### src/rtl/axi_wr_mem_slave.sv
// AXI4 write-path endpoint: one AW burst at a time, one SRAM write per W beat, single B response.
// Optional WRAP burst support is enabled by defining AXI_WR_MEM_SLAVE_WRAP_EN; otherwise WRAP bursts are drained with SLVERR.
module axi_wr_mem_slave #(
  parameter int unsigned AXI_ADDR_WIDTH = 32,
  parameter int unsigned AXI_DATA_WIDTH = 64,
  parameter int unsigned AXI_ID_WIDTH   = 4,
  parameter int unsigned AXI_USER_WIDTH = 1
) (
  input  logic                          clk_i,
  input  logic                          rst_ni,
  input  logic [AXI_ID_WIDTH-1:0]       slv_aw_id,
  input  logic [AXI_ADDR_WIDTH-1:0]     slv_aw_addr,
  input  logic [7:0]                    slv_aw_len,
  input  logic [2:0]                    slv_aw_size,
  input  logic [1:0]                    slv_aw_burst,
  input  logic                          slv_aw_lock,
  input  logic [3:0]                    slv_aw_cache,
  input  logic [2:0]                    slv_aw_prot,
  input  logic [3:0]                    slv_aw_qos,
  input  logic [3:0]                    slv_aw_region,
  input  logic [5:0]                    slv_aw_atop,
  input  logic [AXI_USER_WIDTH-1:0]     slv_aw_user,
  input  logic                          slv_aw_valid,
  output logic                          slv_aw_ready,
  input  logic [AXI_DATA_WIDTH-1:0]     slv_w_data,
  input  logic [AXI_DATA_WIDTH/8-1:0]   slv_w_strb,
  input  logic                          slv_w_last,
  input  logic [AXI_USER_WIDTH-1:0]     slv_w_user,
  input  logic                          slv_w_valid,
  output logic                          slv_w_ready,
  output logic [AXI_ID_WIDTH-1:0]       slv_b_id,
  output logic [1:0]                    slv_b_resp,
  output logic [AXI_USER_WIDTH-1:0]     slv_b_user,
  output logic                          slv_b_valid,
  input  logic                          slv_b_ready,
  input  logic [AXI_ID_WIDTH-1:0]       slv_ar_id,
  input  logic [AXI_ADDR_WIDTH-1:0]     slv_ar_addr,
  input  logic [7:0]                    slv_ar_len,
  input  logic [2:0]                    slv_ar_size,
  input  logic [1:0]                    slv_ar_burst,
  input  logic                          slv_ar_lock,
  input  logic [3:0]                    slv_ar_cache,
  input  logic [2:0]                    slv_ar_prot,
  input  logic [3:0]                    slv_ar_qos,
  input  logic [3:0]                    slv_ar_region,
  input  logic [AXI_USER_WIDTH-1:0]     slv_ar_user,
  input  logic                          slv_ar_valid,
  output logic                          slv_ar_ready,
  output logic [AXI_ID_WIDTH-1:0]       slv_r_id,
  output logic [AXI_DATA_WIDTH-1:0]     slv_r_data,
  output logic [1:0]                    slv_r_resp,
  output logic                          slv_r_last,
  output logic [AXI_USER_WIDTH-1:0]     slv_r_user,
  output logic                          slv_r_valid,
  input  logic                          slv_r_ready,
  output logic                          mem_req_o,
  input  logic                          mem_gnt_i,
  output logic [AXI_ADDR_WIDTH-1:0]     mem_addr_o,
  output logic [AXI_DATA_WIDTH-1:0]     mem_wdata_o,
  output logic [AXI_DATA_WIDTH/8-1:0]   mem_be_o
);

  localparam int unsigned STRB_W = AXI_DATA_WIDTH / 8;
  localparam logic [2:0] MAX_SIZE = 3'($clog2(STRB_W));
  localparam logic [AXI_ADDR_WIDTH-1:0] BUS_MASK = ~AXI_ADDR_WIDTH'(STRB_W - 1);
  localparam logic [AXI_ADDR_WIDTH-1:0] ADDR_ONE = AXI_ADDR_WIDTH'(1);

  typedef enum logic [1:0] {IDLE, DATA, RESP} state_t;

  state_t                       state;
  logic [AXI_ID_WIDTH-1:0]      id_q;
  logic [AXI_USER_WIDTH-1:0]    user_q;
  logic [AXI_ADDR_WIDTH-1:0]    addr_q;
  logic [7:0]                   len_q;
  logic [2:0]                   size_q;
  logic [1:0]                   burst_q;
  logic [7:0]                   beat_cnt;
  logic                         err_q;
  logic                         drain_q;

  logic                         aw_hs;
  logic                         w_hs;
  logic                         last_beat;
  logic                         aw_drain;
  logic [AXI_ADDR_WIDTH-1:0]    bsz;
  logic [AXI_ADDR_WIDTH-1:0]    incr_addr;
  logic [AXI_ADDR_WIDTH-1:0]    next_addr;

  assign aw_hs     = slv_aw_valid & slv_aw_ready;
  assign w_hs      = slv_w_valid & slv_w_ready;
  assign last_beat = (beat_cnt == len_q);

  // Bursts the memory cannot honour are still fully accepted but never written.
  always_comb begin
    aw_drain = (slv_aw_size > MAX_SIZE) | (slv_aw_burst == 2'b11) | (slv_aw_atop != '0);
`ifdef AXI_WR_MEM_SLAVE_WRAP_EN
    if (slv_aw_burst == 2'b10) begin
      if (!(slv_aw_len inside {8'd1, 8'd3, 8'd7, 8'd15}) ||
          ((slv_aw_addr & ((ADDR_ONE << slv_aw_size) - ADDR_ONE)) != '0)) begin
        aw_drain = 1'b1;
      end
    end
`else
    if (slv_aw_burst == 2'b10) begin
      aw_drain = 1'b1;
    end
`endif
  end

  always_comb begin
    bsz       = ADDR_ONE << size_q;
    incr_addr = (addr_q & ~(bsz - ADDR_ONE)) + bsz;
    next_addr = incr_addr;
    case (burst_q)
      2'b00: next_addr = addr_q;
`ifdef AXI_WR_MEM_SLAVE_WRAP_EN
      2'b10: begin
        // (len+1)*bsz-1 is built by shift/OR since len+1 is a power of two here.
        logic [AXI_ADDR_WIDTH-1:0] wrap_mask;
        logic [AXI_ADDR_WIDTH-1:0] wrap_base;
        wrap_mask = (AXI_ADDR_WIDTH'(len_q) << size_q) | (bsz - ADDR_ONE);
        wrap_base = addr_q & ~wrap_mask;
        if (incr_addr == wrap_base + wrap_mask + ADDR_ONE) begin
          next_addr = wrap_base;
        end
      end
`endif
      default: ;
    endcase
  end

  // Memory request and W acceptance track the grant combinationally so a beat lands in one cycle.
  always_comb begin
    slv_w_ready = 1'b0;
    mem_req_o   = 1'b0;
    if (state == DATA) begin
      if (drain_q) begin
        slv_w_ready = 1'b1;
      end else begin
        slv_w_ready = mem_gnt_i;
        mem_req_o   = slv_w_valid;
      end
    end
  end

  assign mem_addr_o  = addr_q & BUS_MASK;
  assign mem_wdata_o = slv_w_data;
  assign mem_be_o    = slv_w_strb;

  always_ff @(posedge clk_i) begin
    if (!rst_ni) begin
      state        <= IDLE;
      slv_aw_ready <= 1'b0;
      slv_b_valid  <= 1'b0;
      slv_b_id     <= '0;
      slv_b_resp   <= 2'b00;
      slv_b_user   <= '0;
      id_q         <= '0;
      user_q       <= '0;
      addr_q       <= '0;
      len_q        <= '0;
      size_q       <= '0;
      burst_q      <= '0;
      beat_cnt     <= '0;
      err_q        <= 1'b0;
      drain_q      <= 1'b0;
    end else begin
      case (state)
        IDLE: begin
          if (aw_hs) begin
            id_q         <= slv_aw_id;
            user_q       <= slv_aw_user;
            addr_q       <= slv_aw_addr;
            len_q        <= slv_aw_len;
            size_q       <= slv_aw_size;
            burst_q      <= slv_aw_burst;
            drain_q      <= aw_drain;
            beat_cnt     <= '0;
            err_q        <= 1'b0;
            slv_aw_ready <= 1'b0;
            state        <= DATA;
          end else begin
            slv_aw_ready <= 1'b1;
          end
        end
        DATA: begin
          if (w_hs) begin
            beat_cnt <= beat_cnt + 8'd1;
            addr_q   <= next_addr;
            if (slv_w_last != last_beat) begin
              err_q <= 1'b1;
            end
            if (last_beat) begin
              slv_b_valid <= 1'b1;
              slv_b_id    <= id_q;
              slv_b_user  <= user_q;
              slv_b_resp  <= (err_q | drain_q | !slv_w_last) ? 2'b10 : 2'b00;
              state       <= RESP;
            end
          end
        end
        RESP: begin
          if (slv_b_ready) begin
            slv_b_valid  <= 1'b0;
            slv_aw_ready <= 1'b1;
            state        <= IDLE;
          end
        end
        default: state <= IDLE;
      endcase
    end
  end

  // Reads are served elsewhere; the read channel is permanently idle.
  assign slv_ar_ready = 1'b0;
  assign slv_r_id     = '0;
  assign slv_r_data   = '0;
  assign slv_r_resp   = 2'b00;
  assign slv_r_last   = 1'b0;
  assign slv_r_user   = '0;
  assign slv_r_valid  = 1'b0;

  logic unused_inputs;
  assign unused_inputs = ^{slv_aw_lock, slv_aw_cache, slv_aw_prot, slv_aw_qos, slv_aw_region,
                           slv_w_user, slv_ar_id, slv_ar_addr, slv_ar_len, slv_ar_size,
                           slv_ar_burst, slv_ar_lock, slv_ar_cache, slv_ar_prot, slv_ar_qos,
                           slv_ar_region, slv_ar_user, slv_ar_valid, slv_r_ready};

endmodule
### config.mk
export PLATFORM = sky130hd
export DESIGN_NAME = axi_wr_mem_slave
export DESIGN_NICKNAME = d
export VERILOG_FILES = /design/src/rtl/axi_wr_mem_slave.sv
export SDC_FILE = /design/constraint.sdc
export NUM_CORES = 1
export LEC_CHECK = 0
export BUFFER_PORTS_ARGS = -buffer_cell sky130_fd_sc_hd__buf_2
export CAP_MARGIN = 20
export CORE_AREA = 2 2 161 163
export CTS_BUF_LIST = sky130_fd_sc_hd__clkbuf_4
export CTS_CLUSTER_DIAMETER = 200
export DETAILED_ROUTE_END_ITERATION = 8
export DIE_AREA = 0 0 163 165
export HOLD_SLACK_MARGIN = 0.08
export PLACE_DENSITY = 0.58
export SYNTH_ARGS = -nofsm -noshare
export SYNTH_HDL_FRONTEND = slang
export SYNTH_SLANG_ARGS = --single-unit
### constraint.sdc
create_clock -name clk_i -period 3.3 [get_ports clk_i]
set_input_delay 0.33 -clock clk_i [delete_from_list [all_inputs] [get_ports clk_i]]
set_output_delay 0.33 -clock clk_i [all_outputs]
set_load 0.02 [all_outputs]
After elaboration in Yosys (flattened, before gate mapping)

Index checks and enable logic that the tools add are counted.

Input port bits: 220
Output and inout port bits: 189
Memories kept: 0
Memory bits (writable): 0
Bits in registers: 71
ROM bits: 0
Logic and storage cells: 84
Latch bits: 0

Shift-type cells: 1
Multiply operators: 0
Multiplexer cells: 29
Magnitude comparators: 1
Eq/ne operators: 12
Add/sub/neg operators: 3
Bitwise operators: 8
Divide/modulo/power cells: 0
Reduce and logical (&&, ||, !) cells: 15

Operator list:

| cell                  | count |
|---|---|
| $mux 32               | 3 |
| $pmux 32 s2           | 1 |
| $add 32x32->32        | 1 |
| $and 32x32->32        | 1 |
| $not 32->32           | 1 |
| $shl 1x3->32 const A  | 1 |
| $sub 32x1->32 const B | 1 |
| $mux 8                | 2 |
| $pmux 8 s2            | 1 |
| $reduce_and 4->1      | 4 |
| $mux 1                | 13 |
| $mux 2                | 5 |
| $ne 2x2->1 const B    | 5 |
| $add 8x1->8 const B   | 1 |
| $eq 8x8->1            | 1 |
| $eq 2x2->1 const B    | 3 |
| $pmux 1 s2            | 3 |
| $pmux 2 s3            | 1 |
| $reduce_and 3->1      | 2 |
| $reduce_bool 2->1     | 3 |
| $reduce_bool 6->1     | 1 |
| $logic_not 2->1       | 2 |
| $or 1x1->1            | 4 |
| $reduce_and 2->1      | 2 |
| 6 further kinds       | 7 |

Depth between registers and ports, before layout

Gate-level depths: netlist of run 1.

Word-level depth: 8
Depth in mapped cells: 12
Gate-level depth less buffers: 10

Worst setup path after synthesis of run 1

OpenSTA, ideal clock, no wires.

Path kind: register to register
From: reg size_q[1]
To: reg addr_q[21]
Arrival: 2718 ps
Library setup time: 75 ps
Data required time: 3225 ps
Path slack: 507 ps
Stages on the path, launching flop included: 12
Cell sequence: dfxtp_1 -> buf_2 -> nand3_1 -> ha_1 -> and2_1 -> ha_1 -> clkbuf_1 -> o21ai_1 -> or4b_4 -> a2111oi_0 -> a21oi_1 -> o22ai_1

Longest elaborated chain between the ends: 8

Ends and longest elaborated chain:

| what                   | line | RTL |
|---|---|---|
| from (decl)            | 75   | `logic [2:0] size_q;` |
| from (signal assigned) | 175  | `size_q <= slv_aw_size;` |
| $shl 1x3->32 (*)       | 111  | `bsz = ADDR_ONE << size_q;` |
| $sub 32x1->32          | 112  | `incr_addr = (addr_q & ~(bsz - ADDR_ONE)) + bsz;` |
| $not 32->32            | 112  |  |
| $and 32x32->32         | 112  |  |
| $add 32x32->32 (*)     | 112  |  |
| $mux 32 (*)            | 114  | `case (burst_q)` |
| $mux 32 (*)            | 187  | `if (w_hs) begin` |
| $pmux 32 s2 (*)        | 168  | `case (state)` |
| to (signal assigned)   | 173  | `addr_q <= slv_aw_addr;` |
| to (signal assigned)   | 189  | `addr_q <= next_addr;` |
| to (decl)              | 73   | `logic [AXI_ADDR_WIDTH-1:0] addr_q;` |

Mark *: on every way between the ends. The rest lies on a longest branch, timed or not. The select of a mux whose other input is x is not followed.
A chain may end at the register's enable or synchronous reset.

Final worst setup path of run 1

From: reg size_q[2]
To: reg addr_q[17]

Same word-level chain as after synthesis.

==> reports/qor.csv, run 1 <==
stage,metric,value,unit
routing,via_per_inst,4.48,
die,die_w,163,um
flow_run,cap_violations,0,
synth,yosysTopAreaCell,dfxtp_1,
cells_and_area,antenna_cells,0,
sta,rsz0062_at_grt,no,
die,start_util,21.7,%
placed_design,gp_congestion,0.793,
sta,max_slew_margin,57.7,%
sta,finalClockSkew,24.9,ps
cts,htree_levels,3,
synth,synth_area,0.00543,mm^2
routing,drc,0,
cts,clk_pin_slew,150,ps
placed_design,io_buffer_count,101,
cells_and_area,drive_above_1_share,20.2,%
global_routing,grt-ovfl-total,0,
routing,wl_per_cell,15.5,um
synth,synth_common_cells,"buf_4 (181), nand2_1 (98), dfxtp_1 (70)",
hold_path,worstHoldPathType,input pin to register,
cells_and_area,fillers,2864,
cells_and_area,fin_util,22.0,%
global_routing,grt_max_degree,43,
sta,setup_viol,0,
sta,hold_viol,0,
placed_design,pre_cts_ws,423,ps
synth,synth.ff_latch_count,70,
synth,synth_ff_type,dfxtp_1,
sta,finalSetupTns,0,ps
routing,final_antenna_net_count,0,
cells_and_area,final_nets,946,
synth,synth-edff-count,0,
sta,fin_ws,358,ps
global_routing,grt_usage,12.0,%
synth,synth-seq-area-share,25.8,%
die,core_area,0.0250,mm^2
critical_path,slowest_stage,or4_1,
synth,yosysMostFrequentCell,buf_4,
routing,wl,16400,um
die,floorplan.die_area,0.0269,mm^2
critical_path,path_class,register to register,
routing,firstDrtPassIters,5,
sta,fin_crit_sh,89.2,%
cts,clk_latency,440,ps
synth,ys_types,68,
die,num_rows,58,
critical_path,crit_top_cell,ha_1,
die,die_h,165,um
sta,worst_pin_slew,632,ps
placed_design,hpwl,12200,um
pwr,vdd_drop_max,0.000170,V
synth,ys_warn_count,0,
synth,synth_top_area_share,25.8,%
sta,fmax,340,MHz
global_routing,grt_pass1_wl,24500,um
synth,ys_async_sr_fraction,0,%
critical_path,cp-end-kind,register,
sta,fin_crit,2940,ps
cts,cts_setup_buffers,0,
critical_path,path_cells,nand3_1 -> inv_1 -> ha_1 -> and2_1 -> ha_1 -> o21ai_1 -> nor3_1 -> o21ai_2 -> or4_1 -> a31oi_1,
synth,synth_cells,722,
pwr,p_leak,2.30,nW
run_status,outcome,finished clean,
cts,cts_sinks,70,
routing,drt_first_iter_violations,400,
cells_and_area,syn2layout_area_growth,1.43,%
global_routing,grt_pass1_vias,4229,
cts,cts_buffer_depth,2,
synth,synthTopCellsByArea,"dfxtp_1 (26%), buf_4 (25%), nand2_1 (6.8%), a21oi_1 (5.4%), nor2_1 (2.7%)",
critical_path,required,3660,ps
global_routing,antenna_found_initial,2,
die,io_pins,409,
critical_path,cp.arrival,3310,ps
cts,cts_tree,yes,
cts,numCtsBuffers,9,
pwr,power.density_cell_area,363,mW/mm^2
cts,cts_root_buf,clkbuf_4,
critical_path,max_stage_delay,500,ps
sta,final-max-slew-violation-count,0,
placed_design,placed_cell_area,0.00529,mm^2
critical_path,crit_fanout,10,
synth,syn_avg_cell_area,7.52,um^2
routing,via_count,4732,
critical_path,crit_path_start_kind,register,
cells_and_area,fin_area,0.00551,mm^2
==> kinds of logic after synthesis <==
kind of cell	Yosys count	share of synthesized area (%)
and+or+nand+nor	234	21.2
AOI/OAI and AO/OA	163	19.3
DFF	70	25.8
xor gates and xnor gates	20	3.23
other	1	0.0691
muxes	7	1.36
adders and majority gates	5	1.15
buffers and inverters	222	27.9
==> path summary, 6_finish.rpt <==
| kind | start | end | slack [ps] | cells past startpoint |
|---|---|---|---|---|
| worst max-delay path | size_q[2] | addr_q[17] | 360 | 10 |
| worst max register to register | size_q[2] | addr_q[17] | 360 | 10 |
| worst min-delay path | slv_aw_id[2] | id_q[2] | 110 | 3 |
| worst min register to register | user_q | slv_b_user | 470 | 2 |
==> per-stage QoR <==
stage / power (mW) / cells / hold WS (ps)
6_report: 2.00 / 1056 / 111
5_1_grt: 2.13 / 1056 / 99.1
4_1_cts: 2.03 / 1056 / 80.0
3_5_place_dp: 1.47 / 1031 / 446
3_3_place_gp: 1.46 / 1031 / 443
2_1_floorplan: 1.52 / 799 / 425
==> sequential cells by signal (all words and copies together), names as in the netlist, 2 cells and up <==
name	count
addr_q	32
beat_cnt	8
len_q	8
id_q	4
slv_b_id	4
size_q	3
burst_q	2
state	2
==> where the power goes <==
group          internal, mW  switching, mW  leakage [nW]  total (mW)
registers             0.893         0.0623         0.569       0.955
clock network         0.164          0.381        0.0654       0.546
logic                 0.162          0.335          1.67       0.497
==> cell type report <==
type	count	area, um^2	area share, %
clock buffers	9	67.6	1.23
clock inverters	7	55.1	1.00
inverters	9	33.8	0.613
multi-input cells	507	2820	51.3
flip-flops and latches	70	1400	25.4
well taps	330	413	7.50
repair buffers	124	713	13.0
==> worst max-delay path, delay by kind of cell, from the launching register on <==
kind                     cells  cell delay [ps]
buffers and inverters        1              130
flip-flops                   1              360
adder cells (fa/ha/maj)      2              620
AND/OR/NAND/NOR              4             1190
AO/OA/AOI/OAI                3              570
==> per-layer routing <==
| metal | GRT usage (%) | share of wire (%) | routed length [um] | vias up |
|---|---|---|---|---|
| met2 | 18.5 | 44 | 7250 | 243 |
| met5 | 0 | 0.13 | 21 | - |
| met3 | 4.82 | 11 | 1830 | 48 |
| met4 | 3.86 | 2.3 | 373 | 4 |
| li1 | - | - | - | 2261 |
| met1 | 15.1 | 42 | 6940 | 2176 |
==> cell usage in the layout, fill, tap and decap left out, types with 10 or more instances in the layout <==
cell / netlist / layout
a21oi_1: 59 / 59
a31oi_1: 11 / 11
and3_1: 15 / 15
buf_2: 2 / 101
buf_4: 181 / 13
conb_1: 1 / 78
dfxtp_1: 70 / 70
nand2_1: 98 / 98
nand3_1: 16 / 16
nor2_1: 39 / 39
nor3_1: 11 / 10
o211ai_1: 11 / 11
o21ai_0: 17 / 17
xor2_1: 13 / 13
==> what timing repair did <==
item	4_1_cts	5_1_grt
hold buffers	9	0
resized for setup	0	0
endpoints found under the hold margin	9	0
No activity file was read; power rests on OpenSTA's default activity.
==> run 2, diff against run 1 <==
--- a/config.mk
+++ b/config.mk
@@ -7,11 +7,11 @@
 export LEC_CHECK = 0
 export BUFFER_PORTS_ARGS = -buffer_cell sky130_fd_sc_hd__buf_2
 export CAP_MARGIN = 20
-export CORE_AREA = 2 2 161 163
+export CORE_AREA = 2 2 160 162
 export CTS_BUF_LIST = sky130_fd_sc_hd__clkbuf_4
 export CTS_CLUSTER_DIAMETER = 200
 export DETAILED_ROUTE_END_ITERATION = 8
-export DIE_AREA = 0 0 163 165
+export DIE_AREA = 0 0 162 164
 export HOLD_SLACK_MARGIN = 0.08
 export PLACE_DENSITY = 0.58
 export SYNTH_ARGS = -nofsm -noshare
==> constraint.sdc (replaced) <==
create_clock -name clk_i -period 3.5 [get_ports clk_i]
set_input_delay 0.875 -clock clk_i [delete_from_list [all_inputs] [get_ports clk_i]]
set_output_delay 0.875 -clock clk_i [all_outputs]
set_load 0.02 [all_outputs]
==> run 2 against run 1 <==
Compared with the run above: critical path depth did not move; worst setup slack improved by 130 ps; core utilization rose by 0.22 points; clock-buffer cell count did not move; global-route usage rose by 0.057 points; flip-flop and latch count did not move; non-clock buffer count fell by 9; largest cell class unchanged.
==> reports/qor.csv, run 2 (same netlist as run 1, synthesis figures left out) <==
stage,metric,value,unit,change
run_status,outcome,finished clean,,
cells_and_area,drive_above_1_share,20.5,%,+0.28 points
pwr,p_total,2.18,mW,+9.1%
cts,htree_levels,3,,unchanged
cts,numCtsBuffers,9,,unchanged
hold_path,worstHoldPathType,register to register,,
cells_and_area,final_nets,937,,-0.95%
critical_path,timing.rr.start,size_q[0],,
cells_and_area,max_flop_register,addr_q,,
sta,rsz0062_at_grt,no,,
cts,ctsHoldBuffers,0,,-9
cts,cts_repair_resize_count,0,,unchanged
pwr,p_leak,2.32,nW,+0.51%
cts,cts_sinks,70,,unchanged
global_routing,grt_usage,12.0,%,+0.057 points
sta,worst_pin_slew,917,ps,+285 ps
routing,wl,16300,um,-0.62%
die,num_rows,58,,unchanged
placed_design,gp_congestion,0.800,,+0.95%
flow_run,cap_violations,0,,unchanged
critical_path,crit_fanout,9,,-1
cells_and_area,reg.largest.list,"addr_q x32, beat_cnt x8, len_q x8",,
global_routing,grt-ovfl-total,0,,unchanged
critical_path,crit_path_start_kind,register,,
critical_path,cp-end-kind,register,,
sta,finalClockSkew,13.4,ps,-11.5 ps
cts,cts_root_buf,clkbuf_4,,
die,io_pins,409,,unchanged
placed_design,io_buffer_count,101,,unchanged
hold_path,hold_start,user_q,,
global_routing,grt_max_degree,37,,-14%
cells_and_area,largest_reg_flops,32,,unchanged
critical_path,rrSetupSlack,490,ps,+130 ps
cells_and_area,mostFrequentLayoutCell,buf_2,,
global_routing,grt_pass1_vias,4232,,+0.071%
routing,final_antenna_net_count,0,,unchanged
sta,finalSetupTns,0,ps,unchanged
pwr,p_sw,689,uW,-11%
pwr,swShare,31.6,%,-7.4 points
sta,fin_crit_sh,86.0,%,-3.2 points
pwr,vdd_drop_max,0.000172,V,+1.1%
sta,max_slew_margin,38.9,%,-19 points
die,die_w,162,um,-0.61%
sta,hold_viol,0,,unchanged
cts,cts_buffer_depth,2,,unchanged
critical_path,path_class,register to register,,
pwr,cell_internal_pwr,1.49,mW,+22%
critical_path,crit_start,size_q[0],,
die,core_area,0.0248,mm^2,-0.87%
critical_path,cp.arrival,3360,ps,+50 ps
global_routing,antenna_found_initial,2,,unchanged
die,floorplan.die_area,0.0266,mm^2,-1.2%
routing,wl_per_cell,15.6,um,+0.14%
die,die_h,164,um,-0.61%
pwr,power.density_cell_area,395,mW/mm^2,+9.0%
cts,cts_tree,yes,,
routing,via_count,4572,,-3.4%
routing,drc,0,,unchanged
pwr,combPwrFrac,21.0,%,-3.9 points
global_routing,grt_pass1_wl,24600,um,+0.20%
die,start_util,21.9,%,+0.19 points
cells_and_area,syn2layout_area_growth,1.54,%,
routing,firstDrtPassIters,4,,-1
routing,via_per_inst,4.36,,-2.6%
placed_design,hpwl,12200,um,about the same
pwr,clockPowerShare,37.7,%,+10 points
sta,final-max-slew-violation-count,0,,unchanged
cts,clk_latency,420,ps,-20 ps
sta,fin_crit,3010,ps,+67.3 ps
sta,fmax,332,MHz,-2.2%
routing,drt_first_iter_violations,327,,-18%
cells_and_area,fin_util,22.2,%,+0.22 points
pwr,seq_power_share,41.3,%,-6.5 points
critical_path,required,3850,ps,+190 ps
cells_and_area,layout_common_cells,"buf_2 (101), nand2_1 (98), conb_1 (78)",,
cts,clk_pin_slew,130,ps,-20 ps
sta,setup_viol,0,,unchanged
cts,cts_setup_buffers,0,,unchanged
[run 2: cell types whose count changed in the layout (fill, tap and decap cells not counted), sizes merged]
| cell | delta |
|---|---|
| inv | -4 |
| clkinv | -1 |
| clkinvlp | -1 |
| diode | +2 |
| bufinv | +5 |
| dlygate4sd3 | -9 |
[run 2: critical path: stages, from the launching register on]
cell	delay (ps)
dfxtp_1	350
nand3_1	200
inv_1	130
ha_1	230
and2_1	160
ha_1	410
o21ai_1	180
a21oi_2	440
o2111ai_1	260
or4_1	440
a31oi_1	170
[run 2: final cells by class]
cell class / count / area (um^2)
multi-input combinational: 507 / 2820
clock buffer: 9 / 67.6
sequential: 70 / 1400
tap: 330 / 413
clock inverter: 6 / 159
antenna: 2 / 5.00
timing repair buffer: 115 / 611
fill: 2865 / 19300
inverter: 9 / 33.8
[run 2: worst paths after layout]
path / to / depth (start not counted)
worst max-delay path: addr_q[20] / 10
worst min-delay path: user_q / 2
worst max register to register: addr_q[20] / 10
worst min register to register: user_q / 2
[run 2: layer usage]
layer  up-vias  global-route usage, %  part of all wire [%]
li1       2250                      -                     -
met1      2090                   14.4                    42
met2       192                   19.0                    45
met3        40                   5.56                    11
met4         0                   4.06                   2.1
met5         -                      0                     0
[run 2: metrics by stage]
| stage | std cells | instance area, um^2 | setup slack (ps) | hold slack [ps] |
|---|---|---|---|---|
| final | 1048 | 5510 | 490 | 464 |
| after global routing | 1047 | 5510 | 323 | 481 |
| after CTS | 1046 | 5510 | 514 | 464 |
| after detailed placement | 1031 | 5280 | 549 | 441 |
| after global placement | 1031 | 5280 | 575 | 441 |
| after floorplan | 799 | 5720 | 707 | 425 |
[run 2: power by group through the flow]
stage               registers [mW]  clock network [mW]  logic (mW)
global route                 0.910               0.893       0.507
detailed placement           0.917                   0       0.462
floorplan                    0.898                   0       0.537
finish                       0.900               0.822       0.458
global placement             0.917                   0       0.460
CTS                          0.899               0.850       0.463
